## src/rtl/spi_cmd_seq.sv

```systemverilog
// spi_cmd_seq: command FIFO plus four-phase rdy/req/ack sequencer feeding the SPI master
//   spi_clk/spi_rst        clock shared with the master, async active-high reset
//   cmd_valid/ready/data   command push port (ready = FIFO not full)
//   rsp_valid/ready/data   read-back word per command, in command order
//   busy, fifo_level       FIFO non-empty or frame in progress; FIFO occupancy
//   xfer_cnt               completed frames, wraps at 16 bits
//   m_rdy/m_req/m_ack      master handshake; m_din/m_dout master SPI_IN/SPI_OUT
module spi_cmd_seq #(
    parameter int DEPTH = 8,
    parameter int DW    = 16
) (
    input  logic                     spi_clk,
    input  logic                     spi_rst,
    input  logic                     cmd_valid,
    output logic                     cmd_ready,
    input  logic [DW-1:0]            cmd_data,
    output logic                     rsp_valid,
    input  logic                     rsp_ready,
    output logic [DW-1:0]            rsp_data,
    output logic                     busy,
    output logic [$clog2(DEPTH):0]   fifo_level,
    output logic [15:0]              xfer_cnt,
    input  logic                     m_rdy,
    output logic                     m_req,
    input  logic                     m_ack,
    input  logic [DW-1:0]            m_din,
    output logic [DW-1:0]            m_dout
);
    localparam int AW = $clog2(DEPTH);
    typedef enum logic [1:0] {S_IDLE, S_REQ, S_REL} state_t;
    state_t        state;
    logic [DW-1:0] mem [DEPTH];
    logic [AW-1:0] wr_ptr, rd_ptr;
    logic          push, pop, cap;
    assign cmd_ready = fifo_level != (AW+1)'(DEPTH);
    assign push      = cmd_valid & cmd_ready;
    assign pop       = state == S_IDLE && fifo_level != '0 && m_rdy;
    // capture is held off while an unconsumed response is pending; m_req stays up meanwhile
    assign cap       = state == S_REQ && m_ack && !rsp_valid;
    assign busy      = fifo_level != '0 || state != S_IDLE;
    always_ff @(posedge spi_clk)
        if (push) mem[wr_ptr] <= cmd_data;
    always_ff @(posedge spi_clk or posedge spi_rst) begin
        if (spi_rst) begin
            state      <= S_IDLE;
            wr_ptr     <= '0;
            rd_ptr     <= '0;
            fifo_level <= '0;
            rsp_valid  <= 1'b0;
            rsp_data   <= '0;
            xfer_cnt   <= '0;
            m_req      <= 1'b0;
            m_dout     <= '0;
        end else begin
            wr_ptr     <= wr_ptr + AW'(push);
            rd_ptr     <= rd_ptr + AW'(pop);
            fifo_level <= fifo_level + (AW+1)'(push) - (AW+1)'(pop);
            rsp_valid  <= cap | (rsp_valid & ~rsp_ready);
            case (state)
                S_IDLE: if (pop) begin
                    m_dout <= mem[rd_ptr];
                    m_req  <= 1'b1;
                    state  <= S_REQ;
                end
                S_REQ: if (cap) begin
                    rsp_data <= m_din;
                    xfer_cnt <= xfer_cnt + 16'd1;
                    m_req    <= 1'b0;
                    state    <= S_REL;
                end
                S_REL: if (!m_ack) state <= S_IDLE;
                default: state <= S_IDLE;
            endcase
        end
    end
endmodule

```

## config.mk

```make
export PLATFORM = sky130hd
export DESIGN_NAME = spi_cmd_seq
export DESIGN_NICKNAME = d
export VERILOG_FILES = /design/src/rtl/spi_cmd_seq.sv
export SDC_FILE = /design/constraint.sdc
export NUM_CORES = 1
export LEC_CHECK = 0
export CAP_MARGIN = 15
export CORE_MARGIN = 5
export CORE_UTILIZATION = 45
export DETAILED_ROUTE_END_ITERATION = 10
export PLACE_DENSITY_LB_ADDON = 0.15
export REMOVE_ABC_BUFFERS = 1
export SYNTH_ARGS = -nofsm -noshare
export SYNTH_HDL_FRONTEND = slang
export SYNTH_SLANG_ARGS = --single-unit
```

## constraint.sdc

```tcl
create_clock -name spi_clk -period 2.57 [get_ports spi_clk]
set_clock_uncertainty 0.15 [all_clocks]
set_input_delay 0.257 -clock spi_clk [delete_from_list [all_inputs] [get_ports spi_clk]]
set_output_delay 0.257 -clock spi_clk [all_outputs]
set_load 0.05 [all_outputs]
```

==> results.txt, run 1 <==
----------------------------------------------------
[Place]
  Number of buffers added on ports ... 93
  Post-placement setup slack ... 138 ps
  Final estimated routing congestion in global placement ... 0.701
  Estimated wirelength of the detail-placed design ... 9540 um

[Clock tree]
  CTS Buf Count ... 17
  TritonCTS clock tree ... built
  CTS hold repair buffers ... 0
  Depth of the CTS H-tree ... 4
  Clock net sink count ... 190
  Clock insertion delay at the later pin of the skew report ... 430 ps
  Clock buffer depth ... 2
  Total setup buffers inserted after CTS ... 0
  Clock transition at the registers of the reported paths ... 70 ps
  Master cell of the clock root buffer ... clkbuf_16

[Routing]
  TritonRoute pass-1 iters ... 6
  Total length of routed wires ... 15400 um
  Residual DRC ... 0
  Wire length per cell after detailed routing ... 18.2 um
  Via count ... 4321
  Vias per cell ... 5.08
  Number of DRC markers after the initial detailed-route iteration ... 222
  Remaining number of nets flagged by the antenna check after routing ... 0

[Worst setup path]
  Startpoint type of the worst setup path ... flop
  Arr. time, crit path ... 2580 ps
  Max FO, Critical Path ... 3
  Worst endpoint required time ... 2740 ps
  Capture point of the worst reg-to-reg path ... fifo_level[2]
  Launching element of the worst setup path ... fifo_level[2]
  Critical Path Sink ... fifo_level[2]
  R2R Setup Slk ... 160 ps
  Depth of the most critical reg-to-reg path ... 9
  Critical path endpoint category ... flop
  Worst flop-to-flop path startpoint ... fifo_level[2]
  Type of the worst setup path ... reg -> reg

[Pwr]
  Leak ... 3.71 nW
  Pwr Total ... 11.4 mW
  IR drop worst, VDD ... 0.000571 V
  Power Dens Cells ... 1220 nW/um^2

[Global route]
  Number of antenna violations at the first check in global routing ... 0
  Tot GR Track Use ... 16.4%
  First-pass GRT wire length ... 24500 um
  Vias in the first global route ... 4461
  Pin count of the biggest net entering global routing ... 67
  Overflow after GRT ... 0

[Synth]
  Average instance area after synthesis ... 14.9 um^2
  Cell accounting for the most synthesized area ... edfxtp_1
  Synth cell types ... 34
  Synthesized netlist cell count ... 508
  Prevailing post-synth register cell ... edfxtp_1
  Leading cell types by count after synthesis ... edfxtp_1 (128), mux2i_1 (65), nand2_1 (63)
  Top cells by area, synth ... edfxtp_1 (51%), dfrtp_1 (21%), mux2i_1 (8.6%)
  Sequential area share after synthesis ... 71.5%
  FF+latch count, synth ... 190
  Synthesis Warnings ... 0
  Most repeated cell in the gate-level netlist after synthesis ... edfxtp_1
  FFs w/ async S/R, synth ... 32.6%
  Number of enable flip-flop cells after synthesis ... 128
  Combined area of all synthesized cells ... 7550 um^2
  Fraction of synthesized cell area taken by the top area cell type ... 50.9%

[STA]
  RSZ-0062 raised after global routing ... no
  Post-Route Setup TNS ... 0 ps
  Tcrit/Tclk final ... 93.8%
  Max-slew headroom at the worst pin ... 55.7%
  Hold Violations, Final ... 0
  Final worst path period need ... 2410 ps
  Transition time at the pin with the least slew margin ... 664 ps
  Pins Over Slew Limit ... 0
  Max Freq ... 0.415 GHz
  Count of final setup violators ... 0
  Final worst setup slack ... 160 ps

[Floorplan]
  Die H ... 140 um
  Area of the placeable core ... 16500 um^2
  Initial cell density of the core ... 45.7%
  Die width ... 140 um
  # rows ... 47
  Total Die Area ... 19500 um^2
  Top-Level Pins ... 94

[Flow run]
  Number of violations of the max-capacitance limit ... 0

[Final layout]
  Proportion of layout cells with a drive suffix above 1 ... 9.67%
  Net total in the final layout ... 666
  Number of antenna cells inserted ... 0
  Area growth syn-to-layout ... 24.4%

[Worst hold path]
  Type of the worst min-delay path ... in -> async

[Run status]
  Run status ... finished, final reports clean

----------------------------------------------------
-- cells in the final DEF, fill, tap and decap left out, types with 2 or more instances in the layout --
cell	Yosys	routed
o21ai_1	16	16
and3_1	3	3
a22oi_1	32	32
clkinv_2	0	2
inv_2	0	2
mux2i_1	65	65
and4_1	3	3
buf_4	5	20
edfxtp_1	128	128
nand2_1	63	63
xor2_1	7	7
a21oi_1	2	2
nor3_2	0	2
nor2_1	12	12
inv_6	0	5
nand3_1	22	22
and2_1	2	2
xnor2_1	14	14
buf_12	0	2
ha_1	9	8
clkinv_4	0	3
bufinv_16	0	2
clkbuf_16	0	17
clkdlybuf4s50_1	0	91
nor2b_1	3	3
dfrtp_1	62	61
inv_1	25	23
or3b_1	2	2
nand2b_1	3	3
-- critical path, cell delays in order (launching register included) --
cell,delay (ps)
dfrtp_1,400
inv_2,80
ha_1,140
or3b_1,380
and3_1,230
xnor2_1,160
ha_2,200
inv_1,50
fa_1,370
xnor2_1,140
-- cell type report --
class                           instances  area [um^2]
Fill cell                            1305         7130
Inverter                               25         93.8
Multi-Input combinational cell        270         1930
Tap cell                              220          275
Clock inverter                         14          155
Sequential cell                       190         5400
Clock buffer                           18          429
Timing Repair Buffer                  114         1110
-- how the worst min path moves through the flow --
| stage | start | end | slack (ps) | cells past startpoint |
|---|---|---|---|---|
| after floorplan | rsp_ready | rsp_valid | 200 | 1 |
| after global placement | rsp_data[12] | rsp_data[12] | 310 | 2 |
| after detailed placement | rsp_data[12] | rsp_data[12] | 310 | 2 |
| after CTS | spi_rst | xfer_cnt[6] | 110 | 2 |
| after global routing | spi_rst | xfer_cnt[6] | 160 | 2 |
| final | spi_rst | xfer_cnt[5] | 90 | 2 |
-- sequential cells by signal (all words and copies together) (netlist names) --
name / cells
xfer_cnt: 16
rsp_data: 16
state: 2
rd_ptr: 3
fifo_level: 4
m_dout: 16
m_req: 1
mem: 128
wr_ptr: 3
rsp_valid: 1
-- logic make-up after synthesis --
kind of cell / Yosys count / share of synthesized area (%)
AO/OA/AOI/OAI: 52 / 4.54
XOR/XNOR: 21 / 2.44
adder cells (fa/ha/maj): 10 / 1.76
buffers and inverters: 48 / 3.15
flip-flops: 190 / 71.5
multiplexers: 65 / 8.62
AND/OR/NAND/NOR: 122 / 8.02
-- report_power, final --
part | switching (mW) | internal [mW]
Sequential | 0.378 | 4.00
Combinational | 2.87 | 1.60
Clock | 1.14 | 1.45
Total | 4.39 | 7.06
-- through the flow --
step | instances | utilization, % | cell area, um^2 | hold slack [ps]
2_1_floorplan | 485 | - | 7400 | 203
3_3_place_gp | 819 | 53.3 | 8800 | 310
3_5_place_dp | 819 | 53.3 | 8800 | 313
4_1_cts | 851 | 56.8 | 9390 | 112
5_1_grt | 851 | 56.8 | 9390 | 155
6_report | 851 | 56.8 | 9390 | 89.3
-- metal layers --
metal / vias to the layer above / GRT usage, % / wire length, um
li1: 2065 / - / -
met1: 2180 / 20.5 / 6530
met2: 67 / 28.7 / 8300
met3: 9 / 3.64 / 498
met4: 0 / 4.84 / 121
met5: - / 0 / 0
-- timing repair --
item                       in CTS  in global routing
pin swaps                       0                  1
resized for setup               1                  2
setup endpoints to repair       1                  1
(Power assumes the default switching activity.)
==> inputs of run 2 (changes only) <==
CAP_MARGIN = 20   (was 15)
==> results of run 2 <==
The final DEF is identical to that of run 1; final timing and power are the same.
